--- config.mk ---
export PLATFORM = sky130hd
export DESIGN_NAME = salu_fetch_issue_flat
export DESIGN_NICKNAME = d
export VERILOG_FILES = /design/src/rtl/salu_pkg.sv /design/src/rtl/salu_fetch_issue_if.sv /design/src/rtl/salu_dword_fifo.sv /design/src/rtl/salu_fetch_issue.sv /design/src/flat_wrapper.sv
export SDC_FILE = /design/constraint.sdc
export NUM_CORES = 1
export LEC_CHECK = 0
export CORE_ASPECT_RATIO = 0.7
export CORE_MARGIN = 5
export CORE_UTILIZATION = 40
export CTS_CLUSTER_DIAMETER = 80
export CTS_CLUSTER_SIZE = 24
export DETAILED_ROUTE_END_ITERATION = 12
export SYNTH_ARGS = -nofsm -noshare
export SYNTH_HDL_FRONTEND = slang
export SYNTH_SLANG_ARGS = --single-unit
--- constraint.sdc ---
create_clock -name clock -period 9.5 [get_ports clock]
set_clock_uncertainty 0.15 [all_clocks]
set_input_delay 2.375 -clock clock [delete_from_list [all_inputs] [get_ports clock]]
set_output_delay 2.375 -clock clock [all_outputs]
set_load 0.01 [all_outputs]
--- src/rtl/salu_pkg.sv ---
// Shared encodings, class codes and decode helpers for the scalar fetch/issue front end.
package salu_pkg;

  localparam logic [8:0] ENC_SOP1    = 9'h17D;
  localparam logic [8:0] ENC_SOPC    = 9'h17E;
  localparam logic [8:0] ENC_SOPP    = 9'h17F;
  localparam logic [3:0] ENC_SOPK    = 4'hB;
  localparam logic [1:0] ENC_SOP2    = 2'b10;
  localparam logic [7:0] LITERAL_SEL = 8'hFF;

  typedef enum logic [2:0] {
    CLS_SOP2  = 3'd0,
    CLS_SOP1  = 3'd1,
    CLS_SOPK  = 3'd2,
    CLS_SOPC  = 3'd3,
    CLS_SOPP  = 3'd4,
    CLS_OTHER = 3'd7
  } inst_class_e;

  typedef enum logic {
    ST_FETCH = 1'b0,
    ST_DRAIN = 1'b1
  } fe_state_e;

  // The 9-bit encodings overlap the SOPK nibble, so they must be tested first.
  function automatic inst_class_e classify(input logic [31:0] d);
    inst_class_e c;
    if (d[31:23] == ENC_SOP1)      c = CLS_SOP1;
    else if (d[31:23] == ENC_SOPC) c = CLS_SOPC;
    else if (d[31:23] == ENC_SOPP) c = CLS_SOPP;
    else if (d[31:28] == ENC_SOPK) c = CLS_SOPK;
    else if (d[31:30] == ENC_SOP2) c = CLS_SOP2;
    else                           c = CLS_OTHER;
    return c;
  endfunction

  function automatic logic needs_literal(input inst_class_e c, input logic [31:0] d);
    logic lit;
    case (c)
      CLS_SOP2, CLS_SOPC: lit = (d[7:0] == LITERAL_SEL) || (d[15:8] == LITERAL_SEL);
      CLS_SOP1:           lit = (d[7:0] == LITERAL_SEL);
      default:            lit = 1'b0;
    endcase
    return lit;
  endfunction

endpackage

--- src/rtl/salu_fetch_issue_if.sv ---
// Instruction-memory, redirect and issue signals of the scalar front end.
interface salu_fetch_issue_if #(
  parameter int unsigned PC_W = 8
);
  logic            imem_req;
  logic [PC_W-1:0] imem_addr;
  logic            imem_gnt;
  logic            imem_rvalid;
  logic [31:0]     imem_rdata;
  logic            redirect_valid;
  logic [PC_W-1:0] redirect_pc;
  logic            issue_valid;
  logic            issue_ready;
  logic [31:0]     issue_inst;
  logic [31:0]     issue_literal;
  logic            issue_has_lit;
  logic [2:0]      issue_class;
  logic [PC_W-1:0] issue_pc;

  modport master (
    output imem_req, imem_addr,
    input  imem_gnt, imem_rvalid, imem_rdata,
    input  redirect_valid, redirect_pc,
    output issue_valid, issue_inst, issue_literal, issue_has_lit, issue_class, issue_pc,
    input  issue_ready
  );

  modport slave (
    input  imem_req, imem_addr,
    output imem_gnt, imem_rvalid, imem_rdata,
    output redirect_valid, redirect_pc,
    input  issue_valid, issue_inst, issue_literal, issue_has_lit, issue_class, issue_pc,
    output issue_ready
  );
endinterface

--- src/rtl/salu_dword_fifo.sv ---
// Dword FIFO tagged with the fetch PC; pops one or two entries, flush clears it.
module salu_dword_fifo #(
  parameter int unsigned DEPTH = 4,
  parameter int unsigned PC_W  = 8,
  localparam int unsigned AW   = $clog2(DEPTH),
  localparam int unsigned CW   = $clog2(DEPTH + 1)
) (
  input  logic            clock,
  input  logic            reset_n,
  input  logic            flush,
  input  logic            push,
  input  logic [31:0]     push_data,
  input  logic [PC_W-1:0] push_pc,
  input  logic            pop,
  input  logic            pop_two,
  output logic [31:0]     head_data,
  output logic [PC_W-1:0] head_pc,
  output logic [31:0]     next_data,
  output logic [CW-1:0]   count
);

  logic [31:0]     data_q [DEPTH];
  logic [PC_W-1:0] pc_q   [DEPTH];
  logic [AW-1:0]   rd_q, wr_q, rd_step;
  logic [CW-1:0]   cnt_q, cnt_dec;

  always_comb begin
    rd_step = '0;
    cnt_dec = '0;
    if (pop_two) begin
      rd_step = AW'(2);
      cnt_dec = CW'(2);
    end else if (pop) begin
      rd_step = AW'(1);
      cnt_dec = CW'(1);
    end
  end

  always_ff @(posedge clock or negedge reset_n) begin
    if (!reset_n) begin
      rd_q  <= '0;
      wr_q  <= '0;
      cnt_q <= '0;
    end else if (flush) begin
      rd_q  <= '0;
      wr_q  <= '0;
      cnt_q <= '0;
    end else begin
      if (push) wr_q <= wr_q + AW'(1);
      rd_q  <= rd_q + rd_step;
      cnt_q <= cnt_q + CW'(push) - cnt_dec;
    end
  end

  // Storage needs no reset: every read of it is qualified by count.
  always_ff @(posedge clock) begin
    if (push && !flush) begin
      data_q[wr_q] <= push_data;
      pc_q[wr_q]   <= push_pc;
    end
  end

  assign head_data = data_q[rd_q];
  assign head_pc   = pc_q[rd_q];
  assign next_data = data_q[rd_q + AW'(1)];
  assign count     = cnt_q;

endmodule

--- src/rtl/salu_fetch_issue.sv ---
// Scalar front end: credit-limited dword fetch, decode/literal pairing, issue to the SALU.
module salu_fetch_issue
  import salu_pkg::*;
#(
  parameter int unsigned PC_W    = 8,
  parameter int unsigned DEPTH   = 4,
  parameter int unsigned MAX_OUT = 4
) (
  input logic               clock,
  input logic               reset_n,
  salu_fetch_issue_if.master bus
);

  localparam int unsigned CW = $clog2(DEPTH + 1);
  localparam int unsigned OW = $clog2(MAX_OUT + 1);

  fe_state_e       state_q, state_d;
  logic [PC_W-1:0] fetch_pc_q, resp_pc_q, redirect_al;
  logic [OW-1:0]   out_q, out_d;
  logic            credit_ok, gnt_fire, resp_fire, push, xfer;
  logic [31:0]     head_data, next_data;
  logic [PC_W-1:0] head_pc;
  logic [CW-1:0]   fifo_count;
  inst_class_e     head_cls;
  logic            head_lit, issue_valid;

  assign redirect_al = bus.redirect_pc & ~PC_W'(3);
  assign credit_ok   = ((32'(out_q) + 32'(fifo_count)) < DEPTH) && (32'(out_q) < MAX_OUT);

  assign bus.imem_req  = (state_q == ST_FETCH) && reset_n && credit_ok;
  assign bus.imem_addr = fetch_pc_q;

  // Responses with nothing outstanding are stale (issued before a reset) and are dropped.
  assign gnt_fire  = bus.imem_req && bus.imem_gnt;
  assign resp_fire = bus.imem_rvalid && (out_q != '0);
  assign push      = resp_fire && (state_q == ST_FETCH) && !bus.redirect_valid;
  assign out_d     = out_q + OW'(gnt_fire) - OW'(resp_fire);

  always_ff @(posedge clock or negedge reset_n) begin
    if (!reset_n) state_q <= ST_FETCH;
    else          state_q <= state_d;
  end

  // A grant on the redirect edge is counted, so its response is drained like the rest.
  always_comb begin
    state_d = state_q;
    case (state_q)
      ST_FETCH: state_d = ST_FETCH;
      ST_DRAIN: if (out_d == '0) state_d = ST_FETCH;
      default:  state_d = ST_FETCH;
    endcase
    if (bus.redirect_valid) state_d = (out_d == '0) ? ST_FETCH : ST_DRAIN;
  end

  always_ff @(posedge clock or negedge reset_n) begin
    if (!reset_n) begin
      fetch_pc_q <= '0;
      resp_pc_q  <= '0;
      out_q      <= '0;
    end else begin
      out_q <= out_d;
      if (bus.redirect_valid) begin
        fetch_pc_q <= redirect_al;
        resp_pc_q  <= redirect_al;
      end else begin
        if (gnt_fire) fetch_pc_q <= fetch_pc_q + PC_W'(4);
        if (push)     resp_pc_q  <= resp_pc_q + PC_W'(4);
      end
    end
  end

  assign xfer = issue_valid && bus.issue_ready && !bus.redirect_valid;

  salu_dword_fifo #(
    .DEPTH (DEPTH),
    .PC_W  (PC_W)
  ) u_fifo (
    .clock     (clock),
    .reset_n   (reset_n),
    .flush     (bus.redirect_valid),
    .push      (push),
    .push_data (bus.imem_rdata),
    .push_pc   (resp_pc_q),
    .pop       (xfer && !head_lit),
    .pop_two   (xfer && head_lit),
    .head_data (head_data),
    .head_pc   (head_pc),
    .next_data (next_data),
    .count     (fifo_count)
  );

  assign head_cls    = classify(head_data);
  assign head_lit    = needs_literal(head_cls, head_data);
  assign issue_valid = (fifo_count != '0) && (!head_lit || (fifo_count >= CW'(2)));

  assign bus.issue_valid   = issue_valid;
  assign bus.issue_inst    = issue_valid ? head_data : '0;
  assign bus.issue_pc      = issue_valid ? head_pc : '0;
  assign bus.issue_class   = issue_valid ? head_cls : 3'd0;
  assign bus.issue_has_lit = issue_valid && head_lit;
  assign bus.issue_literal = (issue_valid && head_lit) ? next_data : '0;

endmodule
--- src/flat_wrapper.sv ---
// flat-port wrapper written by rule: the top's interface ports become plain ports
module salu_fetch_issue_flat import salu_pkg::*;
#(
  parameter int unsigned PC_W    = 8,
  parameter int unsigned DEPTH   = 4,
  parameter int unsigned MAX_OUT = 4
)
  (clock, reset_n, bus_imem_req, bus_imem_addr, bus_imem_gnt, bus_imem_rvalid, bus_imem_rdata, bus_redirect_valid, bus_redirect_pc, bus_issue_valid, bus_issue_inst, bus_issue_literal, bus_issue_has_lit, bus_issue_class, bus_issue_pc, bus_issue_ready);
  salu_fetch_issue_if #(.PC_W(PC_W)) bus_i ();
  input logic clock;
  input logic reset_n;
  output wire logic [$bits(bus_i.imem_req)-1:0] bus_imem_req;
  output wire logic [$bits(bus_i.imem_addr)-1:0] bus_imem_addr;
  input wire logic [$bits(bus_i.imem_gnt)-1:0] bus_imem_gnt;
  input wire logic [$bits(bus_i.imem_rvalid)-1:0] bus_imem_rvalid;
  input wire logic [$bits(bus_i.imem_rdata)-1:0] bus_imem_rdata;
  input wire logic [$bits(bus_i.redirect_valid)-1:0] bus_redirect_valid;
  input wire logic [$bits(bus_i.redirect_pc)-1:0] bus_redirect_pc;
  output wire logic [$bits(bus_i.issue_valid)-1:0] bus_issue_valid;
  output wire logic [$bits(bus_i.issue_inst)-1:0] bus_issue_inst;
  output wire logic [$bits(bus_i.issue_literal)-1:0] bus_issue_literal;
  output wire logic [$bits(bus_i.issue_has_lit)-1:0] bus_issue_has_lit;
  output wire logic [$bits(bus_i.issue_class)-1:0] bus_issue_class;
  output wire logic [$bits(bus_i.issue_pc)-1:0] bus_issue_pc;
  input wire logic [$bits(bus_i.issue_ready)-1:0] bus_issue_ready;
  assign bus_imem_req = bus_i.imem_req;
  assign bus_imem_addr = bus_i.imem_addr;
  assign bus_i.imem_gnt = bus_imem_gnt;
  assign bus_i.imem_rvalid = bus_imem_rvalid;
  assign bus_i.imem_rdata = bus_imem_rdata;
  assign bus_i.redirect_valid = bus_redirect_valid;
  assign bus_i.redirect_pc = bus_redirect_pc;
  assign bus_issue_valid = bus_i.issue_valid;
  assign bus_issue_inst = bus_i.issue_inst;
  assign bus_issue_literal = bus_i.issue_literal;
  assign bus_issue_has_lit = bus_i.issue_has_lit;
  assign bus_issue_class = bus_i.issue_class;
  assign bus_issue_pc = bus_i.issue_pc;
  assign bus_i.issue_ready = bus_issue_ready;
  salu_fetch_issue #(.PC_W(PC_W), .DEPTH(DEPTH), .MAX_OUT(MAX_OUT)) u_core (.clock(clock), .reset_n(reset_n), .bus(bus_i));
endmodule
==> results of run 1 <==
## sequential cells by signal, summed over array words and instances (netlist names)
| signal | count |
|---|---|
| u_core.u_fifo.wr_q | 2 |
| u_core.out_q | 3 |
| u_core.u_fifo.count | 3 |
| u_core.state_q | 1 |
| u_core.resp_pc_q | 6 |
| u_core.u_fifo.data_q | 128 |
| u_core.bus.imem_addr | 6 |
| u_core.u_fifo.pc_q | 24 |
| u_core.u_fifo.rd_q | 2 |
## power by group through the flow
stage	Sequential [uW]	Combinational, uW	Clock, uW
after global placement	989	729	0
after CTS	978	742	697
final	975	729	682
after floorplan	923	521	0
after global routing	989	792	727
after detailed placement	994	738	0
## critical path, stage by stage, from the launching register on
cell             delay (ps)
dfrtp_4                1040
buf_4                   520
mux4_2                  600
nand4_1                 140
or3_1                   130
o22ai_1                 120
and2_4                  190
a21o_4                  240
inv_2                   510
and2_1                  280
clkdlybuf4s50_1         560
## layout by cell type (no fill, tap or decap), types with 4 or more instances in the layout
cell type	Yosys	layout
clkbuf_16	0	17
and2_2	0	4
inv_1	12	12
buf_4	5	8
a31oi_1	4	4
dfrtp_1	23	21
inv_6	0	4
nor2b_1	35	35
xnor2_1	9	9
conb_1	1	4
a21oi_1	11	11
nand2_1	8	8
edfxtp_1	152	152
mux4_2	70	70
and2_1	41	37
xor2_1	7	7
ha_1	12	12
nand4_1	7	7
clkdlybuf4s50_1	0	125
nor2_1	20	20
## synthesized netlist by cell type (7+ instances only)
master      n  area (um2)
dfrtp_1    23         576
and2_1     41         257
xor2_1      7        61.3
nand2_1     8        30.0
a21oi_1    11        55.1
nand4_1     7        43.8
xnor2_1     9        78.8
nor2_1     20        75.1
edfxtp_1  152        4560
mux4_2     70        1580
inv_1      12        45.0
buf_2       7        35.0
clkbuf_1   11        41.3
nor2b_1    35         219
ha_1       12         150
## final timing paths
| path | depth (start not counted) | to | from |
|---|---|---|---|
| worst min register to register | 1 | u_core.out_q[2]$_DFF_PN0_ | u_core.out_q[2]$_DFF_PN0_ |
| worst min-delay path | 1 | u_core.out_q[2]$_DFF_PN0_ | u_core.out_q[2]$_DFF_PN0_ |
| max in group asynchronous | 2 | u_core.u_fifo.rd_q[0]$_DFF_PN0_ | reset_n |
| min in group asynchronous | 2 | u_core.bus.imem_addr[6]$_DFFE_PN0N_ | reset_n |
| worst max-delay path | 10 | bus_issue_inst[31] | u_core.u_fifo.rd_q[0]$_DFF_PN0_ |
| worst max register to register | 15 | u_core.u_fifo.count[2]$_DFF_PN0_ | u_core.u_fifo.rd_q[0]$_DFF_PN0_ |
## through the flow
step	setup WS, ps	area (um2)	hold WS, ps	util
6_report	2160	10300	415	0.514
5_1_grt	1770	10300	435	0.514
4_1_cts	2080	10300	412	0.514
3_5_place_dp	2570	9720	403	0.486
3_3_place_gp	2580	9720	380	0.486
2_1_floorplan	4350	8220	334	-
## per-layer routing
| layer | up-vias | wire (um) | GRT usage |
|---|---|---|---|
| met3 | 22 | 1230 | 0.0465 |
| met2 | 159 | 8380 | 0.240 |
| li1 | 2082 | - | - |
| met1 | 2418 | 8500 | 0.225 |
| met5 | - | 21 | 0 |
| met4 | 4 | 196 | 0.0397 |
## kinds of logic (layout without fill, tap and decap cells)
family	count (synthesis)	in the layout	synth area share
AO/OA/AOI/OAI	22	22	0.0171
XOR/XNOR	16	16	0.0171
adder cells (fa/ha/maj)	14	14	0.0232
flip-flops	175	175	0.626
buffers and inverters	43	179	0.0276
multiplexers	76	76	0.200
other	1	4	0.000457
AND/OR/NAND/NOR	126	126	0.0887
## area by class of cell
type | count | share of cell area
well taps | 270 | 0.0328
clock inverters | 14 | 0.0136
flip-flops and latches | 175 | 0.500
repair buffers | 133 | 0.127
clock buffers | 18 | 0.0417
inverters | 14 | 0.00511
multi-input cells | 258 | 0.279
==> out/results.ini, run 1 <==
[run_status]
outcome = complete, no violations

[hold_path]
hold_path.class = reg -> reg

[synthesis]
post_synth_num_cell_types = 42
synth_seq_cells = 175
ys.flop_type = edfxtp_1
synth_area_um2 = 8210
avgSynthCellArea_um2 = 17.4
synth_edf_count = 152
ys_warn_count = 0
synth_cells = 473
synthArstFlopShare = 0.131
seq_area_frac_synth = 0.626

[floorplanning]
row_count = 43
die_y_um = 130
core_area_um2 = 20000
pin_count = 132
fp.dieArea_um2 = 23500
die_x_um = 181
start_util = 0.410

[global_routing]
grt_pass1_wl_um = 27900
track_usage = 0.157
grt_max_degree = 54
overflow = 0
antenna_found_initial = 2
grt_pass1_vias = 4905

[critical_path]
crit_type = reg -> out
worstSetupEndpointType = primary output
r2r_slack_ps = 4500
cp_max_fo = 53
start_kind = register
critPathArrivalTime_ps = 4810
cp.required_ps = 6980

[clocking]
clk_pin_slew_ps = 70
clock_latency_ps = 430
cts_setup_buffers = 0
cts_sinks = 175
htreeDepth = 4
cts_made_buffers = 17
ctsHoldBuffers = 0
cts_tree = done
cts.path.max_buffers = 2
cts_resized = 0
cts-root-buf = clkbuf_16

[sta]
fin_crit_sh = 0.773
slew_viol_final = 0
timing.fmax_ghz = 0.136
slew_headroom = 0.375
worst_slew_pin_slew_ps = 938
period_needed_ps = 7340
finalSetupViolations = 0
finalHoldViolCount = 0
setup_tns_ps = 0
rsz0062_at_grt = false

[power]
vdd_ir_drop_max_uv = 111
p_per_area_nw_per_um2 = 232
power.internal_uw = 1690
power_frac_comb = 0.306
netSwitchingPower_uw = 692
p_clk_frac = 0.286
power_frac_seq = 0.408
p_total_uw = 2390
p_sw_frac = 0.290
p_leak_uw = 0.00334

[detailed_routing]
vias = 4685
drt_first_pass_iters = 4
via_per_inst = 5.31
drtIter0Drc = 381
wl_per_cell_um = 20.8
drcViolationCount = 0
ant_nets = 0
wl_um = 18300

[final_layout]
multiInputGateArea_um2 = 2870
final_nets = 659
instances_no_fill = 882
fill_cells = 1667
drive_gt1_frac = 0.199
num_antenna_cells = 0
layout.area.seq_um2 = 5150
area_growth_pct = 25.3

[place]
hpwl_um = 12200
place_inst = 850
io_buffers = 125
place.gp.congestion = 0.727

[flow_run]
cap_violations = 0

(Power assumes the default switching activity.)
==> run 2, diff against run 1 <==
- clock period: 9.5 -> 6.7 ns (I/O delays scaled with it)
==> out/results.ini, run 2 (same netlist as run 1, synthesis figures left out) <==
[detailed_routing]
drtIter0Drc = 398  ; +4.5%
drcViolationCount = 0  ; unchanged
ant_nets = 0  ; unchanged
via_per_inst = 5.34  ; +0.55%
dr_wl_met2_um = 8570  ; +2.2%
met1Wirelength_um = 8660  ; +1.9%
wl_met3_um = 1360  ; +11%
drt_first_pass_iters = 6  ; +2
vias = 4727  ; +0.90%
wl_per_cell_um = 21.4  ; +2.9%
wl_um = 18900  ; +3.3%
highest_layer = met5

[clocking]
clk_pin_slew_ps = 60  ; about the same
cts-root-buf = clkbuf_16
cts.path.max_buffers = 2  ; unchanged
cts_resized = 0  ; unchanged
cts_made_buffers = 17  ; unchanged
cts_tree = done
ctsHoldBuffers = 0  ; unchanged
cts_sinks = 175  ; unchanged
cts_setup_buffers = 0  ; unchanged
clock_latency_ps = 420  ; about the same
htreeDepth = 4  ; unchanged

[floorplanning]
pin_count = 132  ; unchanged
start_util = 0.410  ; unchanged
die_x_um = 181  ; unchanged
die_y_um = 130  ; unchanged
fp.dieArea_um2 = 23500  ; unchanged
core_area_um2 = 20000  ; unchanged
row_count = 43  ; unchanged

[power]
power.internal_uw = 2370  ; +40%
vdd_ir_drop_max_uv = 154  ; +39%
power_frac_comb = 0.322  ; +0.016
power_frac_seq = 0.405  ; -0.003
p_leak_uw = 0.00336  ; +0.66%
p_per_area_nw_per_um2 = 325  ; +40%
p_total_uw = 3350  ; +41%
p_clk_frac = 0.273  ; -0.013
netSwitchingPower_uw = 979  ; +41%
p_sw_frac = 0.292  ; +0.00183

[critical_path]
cp_max_fo = 39  ; -26%
critPathArrivalTime_ps = 4430  ; -380 ps
r2r_cells = 14  ; -1
cp.required_ps = 4880  ; -2100 ps
start_kind = register
worstSetupEndpointType = primary output
crit_type = reg -> out

[sta]
holdWs_ps = 406  ; -9.31 ps
finalSetupViolations = 0  ; unchanged
finalHoldViolCount = 0  ; unchanged
rsz0062_at_grt = false
period_needed_ps = 6260
worst_slew_pin_slew_ps = 775  ; -163 ps
setup_tns_ps = 0  ; unchanged
setup_slack_ps = 442  ; -1720 ps
fin_crit_sh = 0.934
slew_headroom = 0.483  ; +0.109
timing.fmax_ghz = 0.160
slew_viol_final = 0  ; unchanged

[global_routing]
grt_max_degree = 55  ; +1.9%
grt_pass1_wl_um = 29100  ; +4.2%
antenna_found_initial = 1  ; -1
track_usage = 0.163  ; +0.00551
grt_pass1_vias = 5000  ; +1.9%
overflow = 0  ; unchanged

[run_status]
outcome = complete, no violations

[final_layout]
largestRegisters = u_core.u_fifo.data_q (128), u_core.u_fifo.pc_q (24)
num_antenna_cells = 0  ; unchanged
final_nets = 662  ; +0.46%
regMostFlops = u_core.u_fifo.data_q
layout_common_cells = 152 x edfxtp_1, 125 x clkdlybuf4s50_1, 70 x mux4_2, 37 x and2_1, 35 x nor2b_1
drive_gt1_frac = 0.208  ; +0.00878
mostFrequentLayoutCell = edfxtp_1
largest_reg_flops = 128  ; unchanged
area_growth_pct = 25.5
fin_util = 0.515  ; +0.000813

[place]
io_buffers = 125  ; unchanged
dp_slack_ps = 806  ; -1760 ps
place.gp.congestion = 0.757  ; +4.2%
hpwl_um = 12700  ; +4.4%

[flow_run]
cap_violations = 0  ; unchanged

[hold_path]
hold_path.class = reg -> reg
holdPathStages = 1  ; unchanged

run 2: path summary, 6_finish.rpt:
| kind | start | endpoint | slack, ps |
|---|---|---|---|
| min in group asynchronous | reset_n | u_core.bus.imem_addr[6]$_DFFE_PN0N_ | 1460 |
| worst max register to register | u_core.u_fifo.rd_q[0]$_DFF_PN0_ | u_core.u_fifo.count[2]$_DFF_PN0_ | 2380 |
| worst min-delay path | u_core.out_q[2]$_DFF_PN0_ | u_core.out_q[2]$_DFF_PN0_ | 410 |
| worst max-delay path | u_core.u_fifo.rd_q[0]$_DFF_PN0_ | bus_issue_inst[28] | 440 |
| worst min register to register | u_core.out_q[2]$_DFF_PN0_ | u_core.out_q[2]$_DFF_PN0_ | 410 |
| max in group asynchronous | reset_n | u_core.u_fifo.rd_q[1]$_DFF_PN0_ | 4650 |
run 2: layout make-up:
type,count,area (um2)
Sequential cell,175,5150
Timing Repair Buffer,136,1350
Multi-Input combinational cell,258,2870
Clock buffer,20,468
Fill cell,1672,9710
Tap cell,270,338
Clock inverter,12,82.6
Inverter,14,52.6
run 2: per-stage QoR:
step | area [um2] | std cells
floorplan | 8220 | 476
global placement | 9750 | 853
detailed placement | 9750 | 853
CTS | 10300 | 885
global route | 10300 | 885
finish | 10300 | 885
run 2: power by group through the flow:
stage	registers, uW	clock network [uW]	logic, uW
after global placement	1380	0	1080
final	1360	915	1080
after CTS	1360	936	1100
after detailed placement	1380	0	1100
after floorplan	1310	0	739
after global routing	1370	984	1170
run 2: worst max-delay path: stages (launching register included):
cell             delay, ps
dfrtp_4                820
buf_4                  450
mux4_2                 360
nand2_1                130
a31oi_1                260
o22ai_1                160
and2_4                 190
a21o_4                 240
inv_2                  510
and2_1                 300
clkdlybuf4s50_1        560
run 2: metal layers:
layer  vias up  track usage
li1       2093            -
met1      2427        0.232
met2       177        0.249
met3        28       0.0446
met4         2       0.0472
met5         -            0
==> run 3, diff against run 2 <==
- CORE_ASPECT_RATIO: 0.7 -> default
- TNS_END_PERCENT: default -> 50
==> out/results.ini, run 3 (same netlist as run 1, synthesis figures left out) <==
[final_layout]
mostFrequentLayoutCell = edfxtp_1
regMostFlops = u_core.u_fifo.data_q
layout_common_cells = 152 x edfxtp_1, 125 x clkdlybuf4s50_1, 70 x mux4_2, 37 x and2_1, 35 x nor2b_1
largest_reg_flops = 128  ; unchanged
final_nets = 662  ; unchanged
num_antenna_cells = 0  ; unchanged
instances_no_fill = 885  ; unchanged
largestRegisters = u_core.u_fifo.data_q (128), u_core.u_fifo.pc_q (24)
area_growth_pct = 25.7
drive_gt1_frac = 0.210  ; +0.00163

[sta]
worst_slew_pin_slew_ps = 1120  ; +346 ps
setup_tns_ps = 0  ; unchanged
fin_crit_sh = 0.917  ; -0.0170
slew_viol_final = 0  ; unchanged
timing.fmax_ghz = 0.163  ; +1.9%
finalHoldViolCount = 0  ; unchanged
finalSetupViolations = 0  ; unchanged
period_needed_ps = 6140  ; -114 ps
rsz0062_at_grt = false
slew_headroom = 0.250  ; -0.233

[global_routing]
track_usage = 0.152  ; -0.0112
antenna_found_initial = 1  ; unchanged
grt_pass1_vias = 4949  ; -1.0%
grt_pass1_wl_um = 27500  ; -5.4%
grt_max_degree = 60  ; +9.1%
overflow = 0  ; unchanged

[critical_path]
r2r_slack_ps = 2150  ; -230 ps
cp_max_fo = 59  ; +51%
critPathBufInv = 2  ; -1
crit_chain = mux4_2 -> and3_1 -> a31oi_1 -> o22ai_1 -> and2_4 -> a21o_4 -> inv_2 -> and2_1 -> clkdlybuf4s50_1
cp.required_ps = 4880  ; about the same
critPathArrivalTime_ps = 4320  ; -110 ps
worstReg2RegStart = u_core.u_fifo.rd_q[1]$_DFF_PN0_
crit_path_top_delay_cell = dfrtp_4
max_stage_delay_ps = 970  ; +150 ps
crit_type = reg -> out
r2r_cells = 13  ; -1
start_kind = register
r2r_end = u_core.u_fifo.count[2]$_DFF_PN0_
cp_top_family = buffers and inverters
worstSetupEndpointType = primary output

[floorplanning]
pin_count = 132  ; unchanged
die_x_um = 153  ; -15%
die_y_um = 153  ; +18%
row_count = 52  ; +21%
fp.dieArea_um2 = 23500  ; -0.19%
start_util = 0.406  ; -0.00447
core_area_um2 = 20200  ; +1.1%

[clocking]
cts-root-buf = clkbuf_16
cts_sinks = 175  ; unchanged
clk_pin_slew_ps = 70  ; about the same
cts_setup_buffers = 0  ; unchanged
cts_resized = 0  ; unchanged
clock_latency_ps = 420  ; about the same
cts_tree = done
htreeDepth = 4  ; unchanged
cts_made_buffers = 17  ; unchanged
cts.path.max_buffers = 2  ; unchanged
ctsHoldBuffers = 0  ; unchanged

[place]
place.gp.congestion = 0.791  ; +4.4%
io_buffers = 125  ; unchanged
place_inst = 853  ; unchanged
hpwl_um = 12000  ; -6.2%

[power]
p_per_area_nw_per_um2 = 328  ; +0.77%
p_leak_uw = 0.00337  ; +0.24%
vdd_ir_drop_max_uv = 224  ; +45%

[detailed_routing]
drcViolationCount = 0  ; unchanged
ant_nets = 0  ; unchanged
drt_first_pass_iters = 4  ; -2
vias = 4629  ; -2.1%
wl_per_cell_um = 19.9  ; -6.8%
wl_um = 17600  ; -6.8%
via_per_inst = 5.23  ; -2.1%
drtIter0Drc = 266  ; -33%

[run_status]
outcome = complete, no violations

[hold_path]
holdPathStages = 0  ; -1
min_to = u_core.u_fifo.pc_q[1][7]$_DFFE_PP_
hold_start = u_core.resp_pc_q[7]$_DFFE_PN0N_
hold_path.class = reg -> reg

[flow_run]
cap_violations = 0  ; unchanged

==> run 3: cell types whose count changed in the layout (fill, tap and decap cells not counted), sizes merged <==
cell / delta
clkinv: -3
inv: +4
clkbuf: -2
bufinv: +1
==> run 3: how the worst max path moves through the flow <==
| stage | from | to | slack, ps | depth (start not counted) |
|---|---|---|---|---|
| 2_1_floorplan | u_core.u_fifo.rd_q[0]$_DFF_PN0_ | bus_issue_inst[10] | 2450 | 11 |
| 3_3_place_gp | u_core.u_fifo.rd_q[0]$_DFF_PN0_ | bus_issue_pc[4] | 1030 | 9 |
| 3_5_place_dp | u_core.u_fifo.rd_q[0]$_DFF_PN0_ | bus_issue_pc[7] | 960 | 9 |
| 4_1_cts | u_core.u_fifo.rd_q[0]$_DFF_PN0_ | bus_issue_pc[7] | 480 | 9 |
| 5_1_grt | u_core.u_fifo.rd_q[0]$_DFF_PN0_ | bus_issue_pc[7] | 330 | 9 |
| 6_report | u_core.u_fifo.rd_q[1]$_DFF_PN0_ | bus_issue_pc[4] | 560 | 9 |
==> run 3: layout make-up <==
class                           instances  area (um2)
Multi-Input combinational cell        258        2870
Sequential cell                       175        5150
Clock inverter                         14         144
Timing Repair Buffer                  136        1330
Clock buffer                           18         439
Tap cell                              270         338
Fill cell                            1697        9910
Inverter                               14        52.6
==> run 3: per-layer routing <==
metal,wire (um),GRT usage
met5,13,0
met3,929,0.0396
met2,8690,0.249
met1,7860,0.200
met4,148,0.0433
==> run 3: per-stage QoR <==
| step | area (um2) | power (uW) | worst slack, ps | util | hold WS [ps] |
|---|---|---|---|---|---|
| 2_1_floorplan | 8220 | 2050 | 2450 | - | 334 |
| 3_3_place_gp | 9740 | 2440 | 1030 | 0.481 | 372 |
| 3_5_place_dp | 9740 | 2470 | 964 | 0.481 | 392 |
| 4_1_cts | 10300 | 3440 | 481 | 0.510 | 410 |
| 5_1_grt | 10300 | 3570 | 330 | 0.510 | 439 |
| 6_report | 10300 | 3390 | 556 | 0.510 | 407 |
==> run 3: report_power, final <==
part	switching [uW]	internal, uW
Sequential	107	1250
Combinational	453	615
Clock	425	536
Total	986	2400
